--- config.mk ---
export PLATFORM = sky130hd
export DESIGN_NAME = io_out
export DESIGN_NICKNAME = d
export VERILOG_FILES = /design/src/rtl/io_out.sv
export SDC_FILE = /design/constraint.sdc
export NUM_CORES = 1
export LEC_CHECK = 0
export CAP_MARGIN = 10
export CORE_MARGIN = 5
export CORE_UTILIZATION = 51
export CTS_CLUSTER_SIZE = 40
export DETAILED_ROUTE_END_ITERATION = 8
export PLACE_DENSITY = 0.89
export SYNTH_ARGS = -nofsm -noshare
export SYNTH_HDL_FRONTEND = slang
export SYNTH_SLANG_ARGS = --single-unit
export TNS_END_PERCENT = 5
--- constraint.sdc ---
create_clock -name clk_i -period 2.9 [get_ports clk_i]
set_input_delay 0.58 -clock clk_i [delete_from_list [all_inputs] [get_ports clk_i]]
set_output_delay 0.58 -clock clk_i [all_outputs]
set_load 0.02 [all_outputs]
--- src/rtl/io_out.sv ---
`default_nettype none
// =============================================================================
// Module      : io_out
// Description : Memory-mapped output port that queues core writes to PORT_ADDR
//               in a small FIFO and hands them to an external ready/valid sink.
// Revision    : 1.0
// =============================================================================
module io_out #(
    parameter int          DEPTH     = 4,
    parameter logic [4:0]  PORT_ADDR = 5'd31
) (
    input  logic                       clk_i,
    input  logic                       rst_ni,
    input  logic                       wr_en_i,
    input  logic [4:0]                 rd_addr_i,
    input  logic [7:0]                 wd_data_i,
    output logic                       stall_o,
    output logic [7:0]                 ext_data_o,
    output logic                       ext_valid_o,
    input  logic                       ext_ready_i,
    output logic [$clog2(DEPTH):0]     count_o,
    output logic                       drop_o
);

    localparam int AW = $clog2(DEPTH);
    localparam int CW = AW + 1;
    localparam logic [CW-1:0] C_FULL_COUNT = CW'(DEPTH);

    logic [7:0]    mem_q [DEPTH];
    logic [AW-1:0] wr_ptr_q, wr_ptr_d;
    logic [AW-1:0] rd_ptr_q, rd_ptr_d;
    logic [CW-1:0] count_q,  count_d;
    logic          drop_q,   drop_d;

    logic w_full;
    logic w_empty;
    logic w_port_wr;
    logic w_push;
    logic w_pop;

    // Flags come from registered occupancy only, so stall_o never sees the
    // same-cycle write strobe or ready.
    assign w_full    = (count_q == C_FULL_COUNT);
    assign w_empty   = (count_q == '0);
    assign w_port_wr = rst_ni & wr_en_i & (rd_addr_i == PORT_ADDR);
    assign w_push    = w_port_wr & ~w_full;
    assign w_pop     = rst_ni & ~w_empty & ext_ready_i;

    always_comb begin
        wr_ptr_d = wr_ptr_q;
        rd_ptr_d = rd_ptr_q;
        count_d  = count_q;
        drop_d   = drop_q | (w_port_wr & w_full);
        if (w_push) begin
            wr_ptr_d = wr_ptr_q + 1'b1;
        end
        if (w_pop) begin
            rd_ptr_d = rd_ptr_q + 1'b1;
        end
        case ({w_push, w_pop})
            2'b10:   count_d = count_q + 1'b1;
            2'b01:   count_d = count_q - 1'b1;
            default: count_d = count_q;
        endcase
    end

    always_ff @(posedge clk_i) begin
        if (!rst_ni) begin
            wr_ptr_q <= '0;
            rd_ptr_q <= '0;
            count_q  <= '0;
            drop_q   <= 1'b0;
        end else begin
            wr_ptr_q <= wr_ptr_d;
            rd_ptr_q <= rd_ptr_d;
            count_q  <= count_d;
            drop_q   <= drop_d;
        end
    end

    // Storage is left uncleared on reset; empty masking hides stale bytes.
    always_ff @(posedge clk_i) begin
        if (w_push) begin
            mem_q[wr_ptr_q] <= wd_data_i;
        end
    end

    assign stall_o     = w_full;
    assign ext_valid_o = ~w_empty;
    assign ext_data_o  = w_empty ? 8'd0 : mem_q[rd_ptr_q];
    assign count_o     = count_q;
    assign drop_o      = drop_q;

endmodule
`default_nettype wire
Word level (Yosys, flattened, before mapping)
Memory sizes are Yosys's and may differ from the RTL's. A register that Yosys moved wholly into a read port is not among the register bits.
Cells that the tools add are included.
{"block": "totals", "ff_bits": 8, "ram_bits": 32, "inputBits": 17, "out_inout_bits": 14, "word_cells": 30, "n_memories": 1}
{"memory": "mem_q", "depth": 4, "width": 8, "read_ports": 1, "rd_ports_with_merged_regs": 1, "wr": 1, "line": "29", "rtl": "logic [7:0] mem_q [DEPTH];"}
{"block": "classes", "addsub": 4, "n_eq_ne": 4, "muxes": 6, "n_bitwise": 9, "n_reduce_logical": 2}
{"cell": "8-bit two-way mux", "n": 1}
{"cell": "1-bit bitwise AND", "n": 6}
{"cell": "3-bit one-hot mux with 2 select lines", "n": 1}
{"cell": "5-bit equality test (second input constant)", "n": 1}
{"cell": "2-bit by 1-bit adder with 2-bit output (second input constant)", "n": 2}
{"cell": "2-bit two-way mux", "n": 2}
{"cell": "3-bit by 1-bit adder with 3-bit output (second input constant)", "n": 1}
{"cell": "3-bit equality test (second input constant)", "n": 1}
{"cell": "3-bit zero test", "n": 1}
{"cell": "3-bit by 1-bit subtractor with 3-bit output (second input constant)", "n": 1}
{"cell": "2-bit by 1-bit equality test with 1-bit output (second input constant)", "n": 1}
{"cell": "2-bit equality test (second input constant)", "n": 1}
{"cell": "1-bit two-way mux", "n": 2}
{"cell": "1-bit NOT", "n": 2}
{"cell": "2-bit nonzero test", "n": 1}
{"cell": "1-bit OR", "n": 1}

Longest topological paths before layout
{"block": "logic_depth", "depth_word": 6, "ltp_mapped": 10, "depth_no_buf": 9}

Worst setup path before layout
OpenSTA, ideal clock, no wires.
{"block": "synth_timing", "path_kind": "flip-flop to flip-flop", "startpoint": "register count_q[2] (netlist: count_o[2])", "endpoint": "register count_q[2] (netlist: count_o[2])", "setup_ns": 0.070, "arrival_ns": 2.570, "required_ns": 2.830, "setup_slack_ns": 0.260, "path_stages_with_launch": 11, "synth_period_minus_slack_ns": 2.640, "path_cell_list": "dfxtp_1 > nor3b_2 > and3b_1 > buf_6 > inv_1 > ha_1 > inv_1 > fa_1 > xor2_1 > or3_2 > a21oi_1"}
{"block": "synth_via", "word_cells_on_any_way": 13, "cone_classes": "add/sub: 2; eq/ne: 3; mux: 1; bitwise: 5; reduce/logical: 2"}
{"item": "start: declaration", "line": "32", "rtl": "logic [CW-1:0] count_q, count_d;"}
{"item": "start signal: assignment", "line": "76", "rtl": "count_q <= count_d;"}
{"item": "3-bit equality test (*)", "line": "43", "rtl": "assign w_full = (count_q == C_FULL_COUNT);"}
{"item": "net stall_o", "line": "17", "rtl": "output logic stall_o,"}
{"item": "1-bit NOT (*)", "line": "46", "rtl": "assign w_push = w_port_wr & ~w_full;"}
{"item": "1-bit bitwise AND (*)", "line": "46"}
{"item": "2-bit by 1-bit equality test with 1-bit output / 2-bit equality test (equally long branches)", "line": "60", "rtl": "case ({w_push, w_pop})"}
{"item": "3-bit one-hot mux with 2 select lines / 2-bit nonzero test (equally long branches)"}
The timed path passes the listed nets; every way through them passes the cells marked *.
A chain may end at the register's enable or synchronous reset.

==> results.py <==
metrics = {
    "status": {
        "outcome": "completed",
    },
    "synthesis": {
        "yosys.area.top_type": "edfxtp_1",
        "synthMuxAreaShare_pct": 11.50,
        "synth_area_leaders": "edfxtp_1, dfxtp_1, mux4_2",
        "synth_compound_area_share_pct": 2.157,
        "synthXorXnorAreaFrac_pct": 2.013,
        "yosys_register_bits": 42,
        "synth-edff-count": 32,
        "yosysMostFrequentCell": "edfxtp_1",
        "yosys.area_share.simple_pct": 9.777,
        "synth_top_family_by_area": "multiplexers",
        "synthCells": 108,
        "synth_cell_types": 25,
        "yosys_warnings": 0,
        "synth_ff_type": "edfxtp_1",
        "synth_top_area_share_pct": 55.21,
        "syn-cell-area_um2": 1740,
        "syn_nets": 131,
        "ys_seq_area_share_pct": 66.71,
        "synth_adder_area_share_pct": 4.745,
        "ys_top_cells_by_count": "edfxtp_1, dfxtp_1",
        "avgSynthCellArea_um2": 16.11,
        "async_flop_share_pct": 0,
    },
    "pwr": {
        "p_sw_w": 0.0002027,
        "p_total_w": 0.0009647,
        "power_frac_comb_pct": 4.1,
        "ir_worst_vdd_mv": 0.1961,
        "pwr_density_cell_nw_per_um2": 447.0,
        "swShare_pct": 21.01,
        "power_frac_clock_pct": 28.8,
        "p_int_w": 0.0007620,
        "p_leak_nw": 0.7221,
        "seq_power_share_pct": 67.1,
    },
    "sta": {
        "finalClockSkew_ns": 0.01325,
        "slew_viol_final": 0,
        "relSlewSlack_pct": 69.76,
        "finalCriticalPeriod_ns": 2.689,
        "tns_ns": 0,
        "rsz0062_at_grt": "false",
        "tightestPinTransition_ns": 0.4479,
        "fmax_ghz": 0.3719,
        "whs_ns": 0.5003,
        "fin_crit_sh_pct": 92.73,
        "setup_viol": 0,
        "finalHoldViolCount": 0,
    },
    "global_route": {
        "use_met3_pct": 4.433,
        "grt-ovfl-total": 0,
        "grtUsageMet2_pct": 27.53,
        "first_global_vias": 1029,
        "grt_use_total_pct": 15.04,
        "grt_antenna_before_repair": 0,
        "grt_first_pass_wirelength_mm": 4.892,
        "grt_max_degree": 14,
        "grt_use_met1_pct": 15.62,
        "grt_busiest_layer": "met2",
    },
    "drt": {
        "drt-total-wl_mm": 3.043,
        "viasPerCell": 5.109,
        "drc": 0,
        "vias": 981,
        "dr.first_iter.drc_count": 48,
        "drt.antenna.violating_nets": 0,
        "first_pass_iters": 4,
        "post_drt_wl_per_cell_um": 15.85,
    },
    "floorplan": {
        "fp.coreArea_um2": 3311,
        "io_pins": 31,
        "start_util_pct": 52.57,
        "rows": 21,
        "dieArea_um2": 4681,
        "die_x_um": 68.42,
        "die_y_um": 68.42,
    },
    "critical_path": {
        "worstPathArrival_ns": 2.11,
        "critPathKind": "reg -> out",
        "cp_slowest_cell": "clkdlybuf4s50_1",
        "slowest_delay_ns": 0.53,
        "crit_required_ns": 2.32,
        "start_kind": "flip-flop",
        "end_kind": "output pin",
        "cp_cell_sequence": "buf_4 > mux4_2 > and2_1 > clkdlybuf4s50_1",
        "crit_fanout": 8,
    },
    "clock_tree": {
        "numCtsBuffers": 5,
        "clk_latency_ns": 0.36,
        "root_buffer": "clkbuf_4",
        "tritoncts": "done",
        "cts_resized": 0,
        "clk_path_buf_depth": 2,
        "clkSinkCount": 42,
        "path_clk_slew_ns": 0.12,
        "htreeDepth": 2,
        "hold_buffers": 0,
        "postCtsSetupBuffers": 0,
    },
    "placed_design": {
        "hpwl_mm": 2.211,
        "place_area_um2": 2105,
        "globalplace.congestion": 0.8215,
        "io_buffers": 30,
    },
    "layout": {
        "layout-drive-gt1-share_pct": 18.49,
        "synthToLayoutAreaGrowth_pct": 24.01,
        "antenna_cells": 0,
        "final_area_um2": 2158,
        "fin_util_pct": 65.19,
        "layout.nets": 168,
    },
    "min_path": {
        "hold_path_class": "reg -> reg",
    },
    "job": {
        "maxCapViolCount": 0,
    },
}
worst paths after layout:
check / startpoint / end / slack (ns) / depth (start not counted)
setup / recovery: flip-flop / ext_data_o[7] / 0.21 / 4
hold / removal: drop_o / drop_o / 0.50 / 2
setup reg to reg: count_o[2] / count_o[2] / 0.57 / 9
hold reg to reg: drop_o / drop_o / 0.50 / 2
final cells by class:
type	instances	area, um^2
multi-input cells	54	525.5
clock inverters	3	16.27
fillers	261	1152
inverters	8	30.03
well taps	46	57.56
clock buffers	5	37.54
flip-flops and latches	42	1161
repair buffers	34	330.3
through the flow:
step	instances	setup WS, ns
after floorplan	108	0.2604
after global placement	184	0.1368
after detailed placement	184	0.03899
after CTS	192	0.1847
after global routing	192	0.1332
final	192	0.2108
power groups by stage:
stage	clock network, W	logic, W	registers, W
6_report	0.000278	0.0000397	0.000647
5_1_grt	0.000308	0.0000429	0.000647
4_1_cts	0.000278	0.0000400	0.000647
3_5_place_dp	0	0.0000397	0.000661
3_3_place_gp	0	0.0000378	0.000660
2_1_floorplan	0	0.00000779	0.000661
per-layer routing:
layer	share of wire, %	vias to the layer above
li1	-	466
met1	40	477
met2	51	33
met3	6.8	5
met4	1.9	0
met5	0	-
worst max-delay path, delay by kind of cell (launching register included):
kind	cells	cell delay [ns]
buffers and inverters	2	0.72
flip-flops	1	0.33
multiplexers	1	0.52
AND/OR/NAND/NOR	1	0.18
flip-flops by register name (all words and copies together) (netlist names), named ones only:
signal / flops
rd_ptr_q: 2
mem_q: 32
wr_ptr_q: 2
drop_o: 1
count_o: 3
cells in the final DEF, fill, tap and decap left out, types with 2 or more instances in the layout:
master and count:
clkdlybuf4s50_1 30, nor2_1 8, dfxtp_1 10, nand2_1 2
inv_1 8, ha_1 5, edfxtp_1 32, and2_1 8
mux4_2 8, buf_4 4, and2_2 4, clkbuf_4 5
mux2i_1 2, xor2_1 4, or3_2 2, a21oi_1 2
cells by family (layout without fill, tap and decap cells):
group	Yosys count	after routing
flip-flops	42	42
multiplexers	10	10
XOR/XNOR	4	4
AO/OA/AOI/OAI	6	6
buffers and inverters	12	50
AND/OR/NAND/NOR	28	28
adder cells (fa/ha/maj)	6	6
No activity file was read; power rests on OpenSTA's default activity.
